===== config.mk =====
export PLATFORM = sky130hd
export DESIGN_NAME = cam_array_ctrl_flat
export DESIGN_NICKNAME = d
export VERILOG_FILES = /design/src/rtl/cam_array_ctrl_if.sv /design/src/rtl/cam_array_ctrl.sv /design/src/flat_wrapper.sv
export SDC_FILE = /design/constraint.sdc
export NUM_CORES = 2
export LEC_CHECK = 0
export ABC_AREA = 1
export CAP_MARGIN = 20
export CORE_MARGIN = 5
export CORE_UTILIZATION = 37
export CTS_CLUSTER_SIZE = 20
export DETAILED_ROUTE_END_ITERATION = 7
export HOLD_SLACK_MARGIN = 0.02
export SLEW_MARGIN = 0
export SYNTH_ARGS = -nofsm -noshare
export SYNTH_HDL_FRONTEND = slang
export SYNTH_SLANG_ARGS = --single-unit

===== constraint.sdc =====
create_clock -name clk -period 23.4 [get_ports clk]
set_input_delay 4.68 -clock clk [delete_from_list [all_inputs] [get_ports clk]]
set_output_delay 4.68 -clock clk [all_outputs]
set_load 0.01 [all_outputs]

===== src/rtl/cam_array_ctrl_if.sv =====
// Operation/result bus between the AP controller (master) and one CAM storage array (slave).
interface cam_array_ctrl_if #(
    parameter int DATA_WIDTH     = 8,
    parameter int DATA_DEPTH     = 16,
    parameter int ADDR_WIDTH_CAM = 8
);
    logic                             op_valid;
    logic                             op_ready;
    logic [2:0]                       op_code;
    logic [ADDR_WIDTH_CAM-1:0]        op_addr;
    logic [DATA_WIDTH-1:0]            Ip_row;
    logic [DATA_DEPTH-1:0]            Ip_col;
    logic [DATA_WIDTH-1:0]            Key;
    logic [DATA_WIDTH-1:0]            Mask;
    logic [DATA_WIDTH*DATA_DEPTH-1:0] Q_in;
    logic [DATA_WIDTH*DATA_DEPTH-1:0] Q;
    logic [DATA_DEPTH-1:0]            Q_S;
    logic [DATA_DEPTH-1:0]            tag_row;
    logic                             tag_any;
    logic [ADDR_WIDTH_CAM-1:0]        tag_first;
    logic [DATA_WIDTH-1:0]            rd_row;
    logic [DATA_DEPTH-1:0]            rd_col;
    logic                             done;
    logic                             err;

    modport master (
        output op_valid, op_code, op_addr, Ip_row, Ip_col, Key, Mask, Q_in,
        input  op_ready, Q, Q_S, tag_row, tag_any, tag_first, rd_row, rd_col, done, err
    );

    modport slave (
        input  op_valid, op_code, op_addr, Ip_row, Ip_col, Key, Mask, Q_in,
        output op_ready, Q, Q_S, tag_row, tag_any, tag_first, rd_row, rd_col, done, err
    );
endinterface


===== src/rtl/cam_array_ctrl.sv =====
// Associative-processor storage array: row/column access, bulk load, masked compare into
// registered tags and tag-masked associative write, sequenced as IDLE -> EXEC -> DONE.
module cam_array_ctrl #(
    parameter int DATA_WIDTH     = 8,
    parameter int DATA_DEPTH     = 16,
    parameter int ADDR_WIDTH_CAM = 8
) (
    input  logic             clk,
    input  logic             rstIn,
    cam_array_ctrl_if.slave  bus
);
    localparam int DW = DATA_WIDTH;
    localparam int DD = DATA_DEPTH;
    localparam int AW = ADDR_WIDTH_CAM;
    localparam int RW = (DD > 1) ? $clog2(DD) : 1;
    localparam int CW = (DW > 1) ? $clog2(DW) : 1;

    localparam logic [1:0] ST_IDLE = 2'd0;
    localparam logic [1:0] ST_EXEC = 2'd1;
    localparam logic [1:0] ST_DONE = 2'd2;

    localparam logic [2:0] OP_WR_ROW    = 3'd1;
    localparam logic [2:0] OP_WR_COL    = 3'd2;
    localparam logic [2:0] OP_RD_ROW    = 3'd3;
    localparam logic [2:0] OP_RD_COL    = 3'd4;
    localparam logic [2:0] OP_LOAD      = 3'd5;
    localparam logic [2:0] OP_COMPARE   = 3'd6;
    localparam logic [2:0] OP_WR_TAGGED = 3'd7;

    logic [1:0]       state_q, state_d;
    logic [2:0]       op_code_q, op_code_d;
    logic [AW-1:0]    op_addr_q, op_addr_d;
    logic [DW-1:0]    ip_row_q, ip_row_d;
    logic [DD-1:0]    ip_col_q, ip_col_d;
    logic [DW-1:0]    key_q, key_d;
    logic [DW-1:0]    mask_q, mask_d;
    logic [DW*DD-1:0] q_in_q, q_in_d;
    logic [DW-1:0]    row_q [DD];
    logic [DW-1:0]    row_d [DD];
    logic [DD-1:0]    tag_row_q, tag_row_d;
    logic             tag_any_q, tag_any_d;
    logic [AW-1:0]    tag_first_q, tag_first_d;
    logic [DW-1:0]    rd_row_q, rd_row_d;
    logic [DD-1:0]    rd_col_q, rd_col_d;
    logic             done_q, done_d;
    logic             err_q, err_d;

    logic          row_ok, col_ok;
    logic [RW-1:0] row_idx;
    logic [CW-1:0] col_idx;

    // Address checks are done at 32 bits so DATA_DEPTH == 2**AW still compares correctly.
    assign row_ok  = 32'(op_addr_q) < 32'(DD);
    assign col_ok  = 32'(op_addr_q) < 32'(DW);
    assign row_idx = op_addr_q[RW-1:0];
    assign col_idx = op_addr_q[CW-1:0];

    always_comb begin
        state_d     = state_q;
        op_code_d   = op_code_q;
        op_addr_d   = op_addr_q;
        ip_row_d    = ip_row_q;
        ip_col_d    = ip_col_q;
        key_d       = key_q;
        mask_d      = mask_q;
        q_in_d      = q_in_q;
        row_d       = row_q;
        tag_row_d   = tag_row_q;
        tag_any_d   = tag_any_q;
        tag_first_d = tag_first_q;
        rd_row_d    = rd_row_q;
        rd_col_d    = rd_col_q;
        done_d      = 1'b0;
        err_d       = 1'b0;

        case (state_q)
            ST_IDLE: begin
                if (bus.op_valid) begin
                    state_d   = ST_EXEC;
                    op_code_d = bus.op_code;
                    op_addr_d = bus.op_addr;
                    ip_row_d  = bus.Ip_row;
                    ip_col_d  = bus.Ip_col;
                    key_d     = bus.Key;
                    mask_d    = bus.Mask;
                    q_in_d    = bus.Q_in;
                end
            end
            ST_EXEC: begin
                state_d = ST_DONE;
                done_d  = 1'b1;
                case (op_code_q)
                    OP_WR_ROW: begin
                        if (row_ok) row_d[row_idx] = ip_row_q;
                        else        err_d = 1'b1;
                    end
                    OP_WR_COL: begin
                        if (col_ok) begin
                            for (int i = 0; i < DD; i++) row_d[i][col_idx] = ip_col_q[i];
                        end else begin
                            err_d = 1'b1;
                        end
                    end
                    OP_RD_ROW: begin
                        if (row_ok) rd_row_d = row_q[row_idx];
                        else        err_d = 1'b1;
                    end
                    OP_RD_COL: begin
                        if (col_ok) begin
                            for (int i = 0; i < DD; i++) rd_col_d[i] = row_q[i][col_idx];
                        end else begin
                            err_d = 1'b1;
                        end
                    end
                    OP_LOAD: begin
                        for (int i = 0; i < DD; i++) row_d[i] = q_in_q[i*DW +: DW];
                    end
                    OP_COMPARE: begin
                        tag_first_d = '0;
                        for (int i = 0; i < DD; i++) tag_row_d[i] = ~|((row_q[i] ^ key_q) & mask_q);
                        // Descending scan so the lowest tagged index is the one left standing.
                        for (int i = DD - 1; i >= 0; i--) begin
                            if (tag_row_d[i]) tag_first_d = AW'(i);
                        end
                        tag_any_d = |tag_row_d;
                    end
                    OP_WR_TAGGED: begin
                        for (int i = 0; i < DD; i++) begin
                            if (tag_row_q[i]) row_d[i] = (row_q[i] & ~mask_q) | (key_q & mask_q);
                        end
                    end
                    default: ;
                endcase
            end
            ST_DONE: state_d = ST_IDLE;
            default: state_d = ST_IDLE;
        endcase
    end

    always_ff @(posedge clk or posedge rstIn) begin
        if (rstIn) begin
            state_q     <= ST_IDLE;
            op_code_q   <= '0;
            op_addr_q   <= '0;
            ip_row_q    <= '0;
            ip_col_q    <= '0;
            key_q       <= '0;
            mask_q      <= '0;
            q_in_q      <= '0;
            for (int i = 0; i < DD; i++) row_q[i] <= '0;
            tag_row_q   <= '0;
            tag_any_q   <= 1'b0;
            tag_first_q <= '0;
            rd_row_q    <= '0;
            rd_col_q    <= '0;
            done_q      <= 1'b0;
            err_q       <= 1'b0;
        end else begin
            state_q     <= state_d;
            op_code_q   <= op_code_d;
            op_addr_q   <= op_addr_d;
            ip_row_q    <= ip_row_d;
            ip_col_q    <= ip_col_d;
            key_q       <= key_d;
            mask_q      <= mask_d;
            q_in_q      <= q_in_d;
            row_q       <= row_d;
            tag_row_q   <= tag_row_d;
            tag_any_q   <= tag_any_d;
            tag_first_q <= tag_first_d;
            rd_row_q    <= rd_row_d;
            rd_col_q    <= rd_col_d;
            done_q      <= done_d;
            err_q       <= err_d;
        end
    end

    always_comb begin
        bus.Q   = '0;
        bus.Q_S = '0;
        for (int i = 0; i < DD; i++) begin
            bus.Q[i*DW +: DW] = row_q[i];
            bus.Q_S[i]        = row_q[i][DW-1];
        end
    end

    assign bus.op_ready  = (state_q == ST_IDLE) && !rstIn;
    assign bus.tag_row   = tag_row_q;
    assign bus.tag_any   = tag_any_q;
    assign bus.tag_first = tag_first_q;
    assign bus.rd_row    = rd_row_q;
    assign bus.rd_col    = rd_col_q;
    assign bus.done      = done_q;
    assign bus.err       = err_q;
endmodule

===== src/flat_wrapper.sv =====
// flat-port wrapper written by rule: the top's interface ports become plain ports
module cam_array_ctrl_flat 
#(
    parameter int DATA_WIDTH     = 8,
    parameter int DATA_DEPTH     = 16,
    parameter int ADDR_WIDTH_CAM = 8
)
  (clk, rstIn, bus_op_valid, bus_op_code, bus_op_addr, bus_Ip_row, bus_Ip_col, bus_Key, bus_Mask, bus_Q_in, bus_op_ready, bus_Q, bus_Q_S, bus_tag_row, bus_tag_any, bus_tag_first, bus_rd_row, bus_rd_col, bus_done, bus_err);
  cam_array_ctrl_if #(.DATA_WIDTH(DATA_WIDTH), .DATA_DEPTH(DATA_DEPTH), .ADDR_WIDTH_CAM(ADDR_WIDTH_CAM)) bus_i ();
  input  logic clk;
  input  logic rstIn;
  input wire logic [$bits(bus_i.op_valid)-1:0] bus_op_valid;
  input wire logic [$bits(bus_i.op_code)-1:0] bus_op_code;
  input wire logic [$bits(bus_i.op_addr)-1:0] bus_op_addr;
  input wire logic [$bits(bus_i.Ip_row)-1:0] bus_Ip_row;
  input wire logic [$bits(bus_i.Ip_col)-1:0] bus_Ip_col;
  input wire logic [$bits(bus_i.Key)-1:0] bus_Key;
  input wire logic [$bits(bus_i.Mask)-1:0] bus_Mask;
  input wire logic [$bits(bus_i.Q_in)-1:0] bus_Q_in;
  output wire logic [$bits(bus_i.op_ready)-1:0] bus_op_ready;
  output wire logic [$bits(bus_i.Q)-1:0] bus_Q;
  output wire logic [$bits(bus_i.Q_S)-1:0] bus_Q_S;
  output wire logic [$bits(bus_i.tag_row)-1:0] bus_tag_row;
  output wire logic [$bits(bus_i.tag_any)-1:0] bus_tag_any;
  output wire logic [$bits(bus_i.tag_first)-1:0] bus_tag_first;
  output wire logic [$bits(bus_i.rd_row)-1:0] bus_rd_row;
  output wire logic [$bits(bus_i.rd_col)-1:0] bus_rd_col;
  output wire logic [$bits(bus_i.done)-1:0] bus_done;
  output wire logic [$bits(bus_i.err)-1:0] bus_err;
  assign bus_i.op_valid = bus_op_valid;
  assign bus_i.op_code = bus_op_code;
  assign bus_i.op_addr = bus_op_addr;
  assign bus_i.Ip_row = bus_Ip_row;
  assign bus_i.Ip_col = bus_Ip_col;
  assign bus_i.Key = bus_Key;
  assign bus_i.Mask = bus_Mask;
  assign bus_i.Q_in = bus_Q_in;
  assign bus_op_ready = bus_i.op_ready;
  assign bus_Q = bus_i.Q;
  assign bus_Q_S = bus_i.Q_S;
  assign bus_tag_row = bus_i.tag_row;
  assign bus_tag_any = bus_i.tag_any;
  assign bus_tag_first = bus_i.tag_first;
  assign bus_rd_row = bus_i.rd_row;
  assign bus_rd_col = bus_i.rd_col;
  assign bus_done = bus_i.done;
  assign bus_err = bus_i.err;
  cam_array_ctrl #(.DATA_WIDTH(DATA_WIDTH), .DATA_DEPTH(DATA_DEPTH), .ADDR_WIDTH_CAM(ADDR_WIDTH_CAM)) u_core (.clk(clk), .rstIn(rstIn), .bus(bus_i));
endmodule

==> results.yml <==
clock_network:
  clock-sinks: 356
  cts_setup_buffers: 0
  clk_pin_slew_worst_paths_ns: 0.06
  cts.path.max_buffers: 3
  clockRootBuffer: "clkbuf_16"
  cts_resized: 0
  cts_tree: "done"
  ctsHoldBuffers: 0
  cts_max_level: 2
  clk_latency_ns: 0.61
  cts_buffers: 45
routing:
  highest_layer: "met5"
  m1WireLength_um: 52600
  via_per_inst: 6.33
  drt_first_pass_iters: 6
  wl_met3_um: 17400
  wl_met2_um: 49000
  routed_wl_um: 124000
  drc: 0
  vias: 25600
  drtIter0Drc: 3798
  drtAntennaViolNets: 0
  wire_per_inst_um: 30.6
sta:
  worstMarginPinSlew_ns: 1.23
  hold_viol: 0
  fin_crit_sh_pct: 45.7
  relSlewSlack_pct: 17.3
  fmax_mhz: 93.5
  finalSetupViolCount: 0
  rsz0062_at_grt: "false"
  setup_tns_ns: 0
  slew_violations: 0
  finClkSkew_ns: 0.0198
  min_period_ns: 10.69
  whs_ns: 0.478
worst_setup_path:
  critical_path_arrival_ns: 6.01
  required_ns: 18.72
  crit_type: "input port to primary output"
  worstReg2RegStart: "u_core.op_addr_q[0]"
  critPathLaunchType: "input port"
  rrSetupSlack_ns: 19.44
  reg2reg_depth: 10
  end_kind: "primary output"
  worstPathMaxFanout: 2
synthesis:
  synth_most_common_cell: "nand2_1"
  avgSynthCellArea_um2: 7.27
  synth-main-ff-cell: "dfrtp_1"
  synth_top_cells_by_area: "dfrtp_1, nand2_1, o21ai_0"
  synthTopCellsByCount: "nand2_1, o21ai_0, dfrtp_1, a21oi_1, inv_1"
  synth_area_um2: 21900
  netlist.area_leader.share_pct: 40.8
  synth_top_area_cell: "dfrtp_1"
  synthCells: 3006
  async_reset_ff_share_pct: 100
  seq_area_frac_synth_pct: 40.8
  ys_warn_count: 0
  synth_cell_types: 45
  postSynthRegisterBits: 356
  synth_edf_count: 0
placement:
  gp_congestion: 1.02
  hpwl_um: 87800
  placed_cell_area_um2: 25800
  io_buffers: 373
power_and_ir_drop:
  vdd_drop_max_mv: 0.0603
  p_total_mw: 3.18
  p_per_area_nw_per_um2: 116
  leakagePower_nw: 11.5
cells_and_area:
  nets: 3414
  drive_above_1_share_pct: 5.54
  antenna_cells: 0
  fillers: 5833
  syn_to_final_growth_pct: 25.4
  stdcell_area_um2: 27400
floorplanning:
  die_area_um2: 64000
  num_rows: 89
  io-pin-count: 378
  initial_core_util_pct: 37.2
  core_region_area_um2: 58800
  die_w_um: 253
  fp.dieH_um: 253
global_routing:
  antenna_found_initial: 4
  overflow: 0
  track_usage_pct: 36.8
  grt_pass1_wl_um: 173000
  grt_pass1_vias: 23300
  grt_max_degree: 164
hold_path:
  min-delay-start: "u_core.bus.rd_row[7]"
  hold_depth: 2
  hp-class: "register to register"
  hold_end: "u_core.bus.rd_row[7]"
run_status:
  status: "finished, final reports clean"
run:
  drv_cap: 0
-- cell families (layout without fill, tap and decap cells) --
group | count (synthesis) | after routing | share of synthesized area (%)
other | 1 | 4 | 0.0172
AO/OA/AOI/OAI | 1065 | 1065 | 29.2
flip-flops | 356 | 356 | 40.8
AND/OR/NAND/NOR | 1135 | 1135 | 21.3
buffers and inverters | 449 | 706 | 8.75
-- per-stage QoR --
stage / std cells / setup WS (ns) / utilization [%]
final: 4039 / 12.71 / 46.6
after global routing: 4039 / 12.66 / 46.6
after CTS: 4035 / 12.71 / 46.5
after detailed placement: 3954 / 12.71 / 43.9
after global placement: 3954 / 12.73 / 43.9
after floorplan: 3009 / 8.84 / -
-- how the worst max path moves through the flow --
stage / to / slack, ns / startpoint
after floorplan: async pin / 8.84 / rstIn
after CTS: bus_op_ready / 12.71 / rstIn
after detailed placement: bus_op_ready / 12.71 / rstIn
after global routing: bus_op_ready / 12.66 / rstIn
final: bus_op_ready / 12.71 / rstIn
after global placement: bus_op_ready / 12.73 / rstIn
-- placed cells by master, fill, tap and decap left out, types with 6 or more instances in the layout --
master / instances
inv_2: 11
o221ai_1: 13
clkinv_2: 10
clkbuf_1: 6
nor3_1: 6
o2111ai_1: 69
o22ai_1: 66
nor2_2: 18
a21oi_1: 258
clkdlybuf4s50_1: 373
inv_1: 179
nor2_8: 10
dfrtp_1: 355
o211ai_1: 65
clkbuf_16: 46
or2_2: 6
a31oi_1: 18
nand2_1: 917
nand4_1: 16
buf_4: 45
o21ai_0: 414
a221oi_1: 94
o21ai_1: 33
o311ai_0: 7
clkbuf_8: 8
nand3_1: 79
a211oi_1: 6
a22oi_1: 7
nor2_1: 72
clkinv_1: 10
-- layer usage --
layer | up-vias | global-route usage (%)
met3 | 283 | 13.6
met2 | 1930 | 50.0
met5 | - | 0
li1 | 10900 | -
met4 | 4 | 11.7
met1 | 12400 | 54.0
-- worst max-delay path, cell delays in order --
cell	delay, ns
clkdlybuf4s50_1	0.52
nor3_1	0.23
clkdlybuf4s50_1	0.58
-- cell type report --
cell class | count | area, um2 | area share (%)
Timing Repair Buffer | 423 | 4140 | 15.1
Sequential cell | 356 | 8910 | 32.5
Tap cell | 773 | 967 | 3.53
Clock buffer | 60 | 1280 | 4.68
Multi-Input combinational cell | 2204 | 11100 | 40.5
Inverter | 202 | 771 | 2.81
Clock inverter | 21 | 249 | 0.908
-- where the power goes --
| group | total (mW) | leakage (nW) | switching [mW] | internal (mW) |
|---|---|---|---|---|
| sequential | 1.06 | 4.62 | 0.272 | 0.790 |
| clock | 0.737 | 0.761 | 0.305 | 0.432 |
| combinational | 1.39 | 6.16 | 0.922 | 0.463 |
| total | 3.18 | 11.5 | 1.50 | 1.68 |
(Power assumes the default switching activity.)
